<file path="config.mk">
export PLATFORM = sky130hd
export DESIGN_NAME = hex_count_display
export DESIGN_NICKNAME = d
export VERILOG_FILES = /design/src/rtl/hex_count_display.sv
export SDC_FILE = /design/constraint.sdc
export NUM_CORES = 1
export LEC_CHECK = 0
export CORE_MARGIN = 4
export CORE_UTILIZATION = 45
export DETAILED_ROUTE_END_ITERATION = 7
export HOLD_SLACK_MARGIN = 0.1
export PLACE_DENSITY_LB_ADDON = 0.05
export SLEW_MARGIN = 20
export SYNTH_ARGS = -nofsm -noshare
export SYNTH_HDL_FRONTEND = slang
export SYNTH_SLANG_ARGS = --single-unit
</file>
<file path="constraint.sdc">
create_clock -name clk_in -period 2.4 [get_ports clk_in]
set_input_delay 0.36 -clock clk_in [delete_from_list [all_inputs] [get_ports clk_in]]
set_output_delay 0.36 -clock clk_in [all_outputs]
set_load 0.03 [all_outputs]
</file>
<file path="src/rtl/hex_count_display.sv">
// ---------------------------------------------------------------------------
// hex_count_display
//
// Counts rising edges of the slow divided-clock level coming from the clock
// divider and shows the count as NUM_DIGITS hex digits on a time-multiplexed
// seven-segment display.
//
// Parameters
//   NUM_DIGITS      number of hex digits counted and displayed (1..8)
//   SCAN_DIV        clk_in cycles each digit stays lit (>= 2)
//   SEG_ACTIVE_LOW  1: a 0 on seg_out lights a segment
//   DIG_ACTIVE_LOW  1: a 0 on dig_sel enables a digit
//
// Ports
//   clk_in      system clock
//   rst         synchronous active-high reset, overrides every other input
//   tick_in     divided-clock level, already in the clk_in domain
//   en          count enable; edges seen while low are dropped, not deferred
//   up_dn       1 = count up, 0 = count down (sampled with the edge)
//   count_out   current count, modulo 2^(4*NUM_DIGITS)
//   wrap_pulse  one-cycle pulse alongside a count that wrapped either way
//   seg_out     segments {g,f,e,d,c,b,a}, a is bit 0
//   dig_sel     one digit enable per digit, bit 0 = least-significant digit
// ---------------------------------------------------------------------------
module hex_count_display #(
    parameter int NUM_DIGITS     = 4,
    parameter int SCAN_DIV       = 12000,
    parameter bit SEG_ACTIVE_LOW = 1'b1,
    parameter bit DIG_ACTIVE_LOW = 1'b1
) (
    input  logic                    clk_in,
    input  logic                    rst,
    input  logic                    tick_in,
    input  logic                    en,
    input  logic                    up_dn,
    output logic [4*NUM_DIGITS-1:0] count_out,
    output logic                    wrap_pulse,
    output logic [6:0]              seg_out,
    output logic [NUM_DIGITS-1:0]   dig_sel
);

    localparam int CW     = 4 * NUM_DIGITS;
    localparam int SCAN_W = $clog2(SCAN_DIV);
    localparam int IDX_W  = (NUM_DIGITS > 1) ? $clog2(NUM_DIGITS) : 1;

    localparam logic [SCAN_W-1:0]     SCAN_LAST = SCAN_W'(SCAN_DIV - 1);
    localparam logic [IDX_W-1:0]      IDX_LAST  = IDX_W'(NUM_DIGITS - 1);
    localparam logic [6:0]            SEG_OFF   = {7{SEG_ACTIVE_LOW}};
    localparam logic [NUM_DIGITS-1:0] DIG_OFF   = {NUM_DIGITS{DIG_ACTIVE_LOW}};

    // Active-high hex font, bit 0 = segment a.
    function automatic logic [6:0] hex_to_seg(input logic [3:0] v);
        logic [6:0] s;
        case (v)
            4'h0: s = 7'h3F;
            4'h1: s = 7'h06;
            4'h2: s = 7'h5B;
            4'h3: s = 7'h4F;
            4'h4: s = 7'h66;
            4'h5: s = 7'h6D;
            4'h6: s = 7'h7D;
            4'h7: s = 7'h07;
            4'h8: s = 7'h7F;
            4'h9: s = 7'h6F;
            4'hA: s = 7'h77;
            4'hB: s = 7'h7C;
            4'hC: s = 7'h39;
            4'hD: s = 7'h5E;
            4'hE: s = 7'h79;
            default: s = 7'h71;
        endcase
        return s;
    endfunction

    logic              tick_prev;
    logic              rise;
    logic [SCAN_W-1:0] scan_cnt;
    logic [IDX_W-1:0]  idx;
    logic [3:0]        nibble;
    logic [NUM_DIGITS-1:0] dig_onehot;

    assign rise = tick_in & ~tick_prev;

    // -----------------------------------------------------------------------
    // Edge detect and counter
    // -----------------------------------------------------------------------
    // NOTE: state is written with non-blocking assignments so every register
    // in this block samples the pre-edge value of every other register.
    always_ff @(posedge clk_in) begin
        if (rst) begin
            // Loading tick_in here means a level that is already high when
            // reset releases is not mistaken for a fresh edge.
            tick_prev  <= tick_in;
            count_out  <= '0;
            wrap_pulse <= 1'b0;
        end else begin
            tick_prev  <= tick_in;
            wrap_pulse <= 1'b0;
            if (rise && en) begin
                if (up_dn) begin
                    count_out  <= count_out + CW'(1);
                    wrap_pulse <= &count_out;
                end else begin
                    count_out  <= count_out - CW'(1);
                    wrap_pulse <= ~|count_out;
                end
            end
        end
    end

    // -----------------------------------------------------------------------
    // Digit scan: free-running, independent of en
    // -----------------------------------------------------------------------
    always_ff @(posedge clk_in) begin
        if (rst) begin
            scan_cnt <= '0;
            idx      <= '0;
        end else if (scan_cnt == SCAN_LAST) begin
            scan_cnt <= '0;
            idx      <= (idx == IDX_LAST) ? '0 : idx + IDX_W'(1);
        end else begin
            scan_cnt <= scan_cnt + SCAN_W'(1);
        end
    end

    // -----------------------------------------------------------------------
    // Digit select and nibble mux for the current index
    // -----------------------------------------------------------------------
    // NOTE: both outputs get a default before the loop, so no path through
    // this block leaves them unassigned and no latch is inferred.
    always_comb begin
        nibble     = '0;
        dig_onehot = '0;
        for (int i = 0; i < NUM_DIGITS; i++) begin
            if (idx == IDX_W'(i)) begin
                nibble        = count_out[4*i +: 4];
                dig_onehot[i] = 1'b1;
            end
        end
    end

    // -----------------------------------------------------------------------
    // Registered display outputs. dig_sel and seg_out come from the same idx
    // sample, so a digit never briefly shows its neighbour's segments.
    // -----------------------------------------------------------------------
    always_ff @(posedge clk_in) begin
        if (rst) begin
            dig_sel <= DIG_OFF;
            seg_out <= SEG_OFF;
        end else begin
            dig_sel <= DIG_ACTIVE_LOW ? ~dig_onehot : dig_onehot;
            seg_out <= SEG_ACTIVE_LOW ? ~hex_to_seg(nibble) : hex_to_seg(nibble);
        end
    end

endmodule

</file>
==> results.cfg, run 1 <==
[status]
status = finished, final reports clean

[timing]
tns_ps = 0
finalSetupViolations = 0
rsz0062_at_grt = true
timing.final.hold_violations = 0
worst_pin_slew_ps = 443.3
slew_headroom = 0.7045
whs_ps = 487.7
finalCritPeriodShare = 0.9684
drv_slew = 0
fin_skew_ps = 17.09
period_minus_slack_ps = 2324
max_freq_ghz = 0.4303

[clock_tree]
cts.path.max_buffers = 2
clk_pin_slew_ps = 100
clock_sinks = 45
clock_latency_ps = 310
holdBufCountCts = 0
cts_tree = yes
cts_made_buffers = 5
cts_root_buffer = clkbuf_8
h-tree-depth = 2

[worst_setup_path]
cp-endpoint = seg_out[3]
critPathArrivalTime_ps = 2520
worst_setup_path_end_kind = flop
worstPathMaxFanout = 6
crit_type = flop to flop
cp-startpoint = idx[0]
cp-start-kind = flop
cp.required_ps = 2590
r2r_end = seg_out[3]
rrSetupSlack_ps = 80
reg2reg_depth = 10
reg2reg_from = idx[0]

[routing]
route.detailed.drc = 0
routedWlPerCell_um = 14.34
detail_route.iter0.violations = 56
totalWireLength_um = 7057
drtPass1Iterations = 4
vias = 2646
viasPerCell = 5.378
ant_nets = 0

[die]
io_pins = 33
fp.dieArea_um2 = 7600
start_util = 0.4710
rows = 28
core_um2 = 5991
die-height_um = 87.18
die_w_um = 87.18

[placed_design]
globalplace.congestion = 0.8546
io_buffers = 32
dpl_cell_area_um2 = 3636
hpwl_um = 5358
place_inst = 479

[grt]
grt.total_usage = 0.1974
first_global_vias = 2556
antenna_found_initial = 0
grt_overflow = 0
grt_first_pass_wirelength_um = 11990
grt_max_degree = 17

[logic_synthesis]
avgSynthCellArea_um2 = 8.681
ys_async_sr_fraction = 0
synth-edff-count = 0
synthFlopType = dfxtp_1
netlist_instances = 325
synthDistinctLibCells = 55
synth_fp_nets = 357
synth_seq_cells = 45
yosysWarningCount = 0
ys_seq_area_frac = 0.3193
syn-cell-area_um2 = 2821

[final_layout]
regArea_um2 = 907.1
drive_above_1_share = 0.2254
multi_input_comb_area_um2 = 1902
nNetsFinal = 448
fillers = 524
final_area_um2 = 3844
diodes = 0
area_growth_pct = 36.23
final_cells = 492

[power_and_ir_drop]
vdd_drop_max_mv = 0.2956
p_per_area_nw_per_um2 = 451.0
p_leak_nw = 1.621
total_power_mw = 1.733

[worst_hold_path]
hp-class = flop to flop
min_path_cells = 1

[run]
drv_cap = 0
[per-stage QoR]
stage               setup slack [ps]    util
floorplan                      23.94       -
global placement              -426.1  0.6069
detailed placement            -453.5  0.6069
CTS                            27.01  0.6303
global route                  -25.41  0.6416
finish                         75.89  0.6416
[how the worst min path moves through the flow]
stage	start	to	slack (ps)
6_report	scan_cnt[0]	scan_cnt[0]	490
5_1_grt	scan_cnt[0]	scan_cnt[0]	520
4_1_cts	scan_cnt[0]	scan_cnt[0]	500
3_5_place_dp	scan_cnt[0]	scan_cnt[0]	480
3_3_place_gp	scan_cnt[0]	scan_cnt[0]	440
2_1_floorplan	tick_in	tick_prev	390
[routing by layer]
metal | routed length (um) | global-route usage | vias up | part of all wire
met5 | 0 | 0 | - | 0
met4 | 112 | 0.05579 | 0 | 0.016
met3 | 151 | 0.03406 | 7 | 0.021
met2 | 3303 | 0.3340 | 38 | 0.47
met1 | 3490 | 0.2575 | 1234 | 0.49
li1 | - | - | 1367 | -
[sequential cells by signal, summed over array words and instances (netlist names)]
name	count
idx	2
seg_out	7
scan_cnt	14
wrap_pulse	1
tick_prev	1
dig_sel	4
count_out	16
[report_power, final]
group	internal (mW)	switching, mW	total (mW)
Combinational	0.208	0.222	0.430
Clock	0.211	0.293	0.504
Sequential	0.774	0.0251	0.799
[worst max-delay path, stage by stage (launching register included)]
cell and delay (ps):
dfxtp_4 380, inv_1 60, ha_1 220, inv_2 120, nor2_1 70, a311oi_2 260, a21oi_1 80, inv_1 110
ha_1 260, mux4_2 440, or2_1 210
[cells in the final DEF, fill, tap and decap left out, drive strengths merged, types with 7 or more instances in the layout]
cell type	instances
dfxtp	45
ha	26
inv	11
nand3b	10
nor2	38
xnor2	10
xor2	9
buf	62
o21ai	7
a21o	8
a21oi	17
nand4	7
clkdlybuf4s50	31
nand2	25
nand3	11
[cells in the mapped netlist (all sizes together) (4+ instances only)]
cell type   n  area share
xor2        9       0.028
o21a        4       0.011
nand3      11       0.020
nand3b     10       0.027
nor2       38       0.051
nand4       7       0.016
a21oi      17       0.035
ha         26        0.12
dfxtp      45        0.32
xnor2      10       0.031
o211ai      5       0.019
nand2      25       0.033
and3        6       0.013
nor3        6       0.011
clkbuf      7      0.0093
nor4        5       0.011
a21o        8       0.021
nor2b       5       0.011
o21ai       7       0.012
a311oi      4       0.012
inv        11       0.015
mux2i       5       0.018
a211oi      5       0.015
a31oi       6       0.019
nand2b      6       0.013
[what timing repair did]
| item | CTS | global route |
|---|---|---|
| gates resized for setup | 10 | 11 |
| buffers inserted | 3 | 2 |
| setup endpoints to repair | 7 | 5 |
| cloned | 0 | 0 |
| pin swaps | 1 | 5 |
[logic make-up (layout without fill, tap and decap cells)]
kind of cell	Yosys count	after routing	share of synthesized area
XOR/XNOR	19	19	0.05898
adder cells (fa/ha/maj)	27	27	0.1224
AO/OA/AOI/OAI	75	75	0.2040
flip-flops	45	45	0.3193
buffers and inverters	21	113	0.02927
multiplexers	7	7	0.03104
AND/OR/NAND/NOR	131	131	0.2350
[cell type report]
class                   instances  share of cell area
clock inverters                 3            0.006510
clock buffers                   5             0.01790
inverters                      11             0.01172
well taps                      75             0.02441
multi-input cells             259              0.4948
repair buffers                 94              0.2087
flip-flops and latches         45              0.2360
No activity file was read; power rests on OpenSTA's default activity.
==> run 2, diff against run 1 <==
- clock period: 2.4 -> 2.7 ns (I/O delays scaled with it)
==> results.cfg, run 2 (same netlist as run 1, synthesis figures left out) <==
[power_and_ir_drop]
p_sw_frac = 0.3030
vdd_drop_max_mv = 0.2787
power_frac_comb = 0.239
p_per_area_nw_per_um2 = 410.3
power_frac_seq = 0.479
pwr-share-clk = 0.282
p_leak_nw = 1.517
p_switching_uw = 452.3
intPower_mw = 1.040

[worst_setup_path]
cp-start-kind = input port
worstPathMaxFanout = 5
crit_family = compound AO/OA/AOI/OAI gates
cp.required_ps = 2920
cpPeakStageDelay_ps = 530
crit_buf_inv = 3
crit_type = input port to flop
cpMaxStageDelayCell = clkdlybuf4s50_1
path_cells = clkdlybuf4s50_1, clkinvlp_4, buf_12, ha_1, and2b_1, o211ai_2, a31oi_4, a211o_1, o31a_1, o211ai_1
critPathArrivalTime_ps = 2840
worst_setup_path_end_kind = flop

[final_layout]
nNetsFinal = 429
largest_register_ffs = 16
drive_above_1_share = 0.1658
top_regs = count_out (16), scan_cnt (14), seg_out (7)
largest-register = count_out
area_growth_pct = 28.91
mostFrequentLayoutCell = dfxtp_1
final_cell_mix = dfxtp_1 (44), buf_4 (41), nor2_1 (38)
diodes = 0
final_area_um2 = 3637

[routing]
route.detailed.drc = 0
vias = 2600
routedWlPerCell_um = 14.22
detail_route.iter0.violations = 91
totalWireLength_um = 6726
viasPerCell = 5.497
ant_nets = 0
drtPass1Iterations = 4

[status]
status = finished, final reports clean

[timing]
fin_skew_ps = 6.260
rsz0062_at_grt = true
timing.final.hold_violations = 0
worst_pin_slew_ps = 565.9
max_freq_ghz = 0.3817
worst_slack_ps = 80.04
finalSetupViolations = 0
drv_slew = 0
finalCritPeriodShare = 0.9704
period_minus_slack_ps = 2620
slew_headroom = 0.6215
tns_ps = 0

[clock_tree]
cts.path.max_buffers = 2
cts_made_buffers = 5
holdBufCountCts = 0
clk_pin_slew_ps = 90
cts_root_buffer = clkbuf_8
h-tree-depth = 2
clock_latency_ps = 300
cts_tree = yes
clock_sinks = 45

[die]
fp.dieArea_um2 = 7600
rows = 28
die-height_um = 87.18
die_w_um = 87.18
start_util = 0.4710
core_um2 = 5991
io_pins = 33

[grt]
grt.total_usage = 0.1875
antenna_found_initial = 0
grt_max_degree = 17
grt_overflow = 0
first_global_vias = 2476
grt_first_pass_wirelength_um = 11590

[placed_design]
dpl_cell_area_um2 = 3495
hpwl_um = 5201
io_buffers = 32
preCtsSetupSlack_ps = -221.9
globalplace.congestion = 0.8594

[run]
drv_cap = 0

[worst_hold_path]
hp-class = flop to flop
[run 2: layout make-up]
class	count	area (um^2)
clock inverters	3	21.27
inverters	11	45.04
clock buffers	5	68.82
well taps	75	93.84
flip-flops and latches	45	902.1
repair buffers	75	653.1
multi-input cells	259	1853
fillers	534	2354
[run 2: through the flow]
| stage | cells | power [mW] | util | hold WS, ps |
|---|---|---|---|---|
| after floorplan | 325 | 0.9392 | - | 426.0 |
| after global placement | 462 | 1.073 | 0.5833 | 436.8 |
| after detailed placement | 462 | 1.078 | 0.5833 | 448.8 |
| after CTS | 470 | 1.496 | 0.5984 | 470.4 |
| after global routing | 473 | 1.577 | 0.6071 | 525.5 |
| final | 473 | 1.492 | 0.6071 | 468.2 |
[run 2: worst paths after layout]
| check | from | endpoint | slack (ps) | cells after the start |
|---|---|---|---|---|
| worst max-delay path | up_dn | count_out[12] | 80 | 10 |
| worst min-delay path | scan_cnt[0] | scan_cnt[0] | 470 | 1 |
| worst max register to register | idx[1] | seg_out[3] | 250 | 8 |
| worst min register to register | scan_cnt[0] | scan_cnt[0] | 470 | 1 |
[run 2: what timing repair did]
item,in CTS,in global routing
setup buffers,0,3
endpoints found under the setup margin,0,4
resized for setup,0,6
endpoints found under the hold margin,0,0
[run 2: power groups by stage]
stage	logic [mW]	clock network, mW	registers, mW
2_1_floorplan	0.173	0	0.766
5_1_grt	0.391	0.467	0.719
6_report	0.357	0.421	0.715
3_5_place_dp	0.347	0	0.730
4_1_cts	0.349	0.433	0.715
3_3_place_gp	0.344	0	0.729
[run 2: layer usage]
metal | GRT usage | share of wire | up-vias | wire length [um]
met1 | 0.2566 | 0.49 | 1219 | 3307
li1 | - | - | 1337 | -
met5 | 0 | 0 | - | 0
met2 | 0.3133 | 0.47 | 40 | 3165
met4 | 0.04184 | 0.0073 | 0 | 49
met3 | 0.02554 | 0.030 | 4 | 203
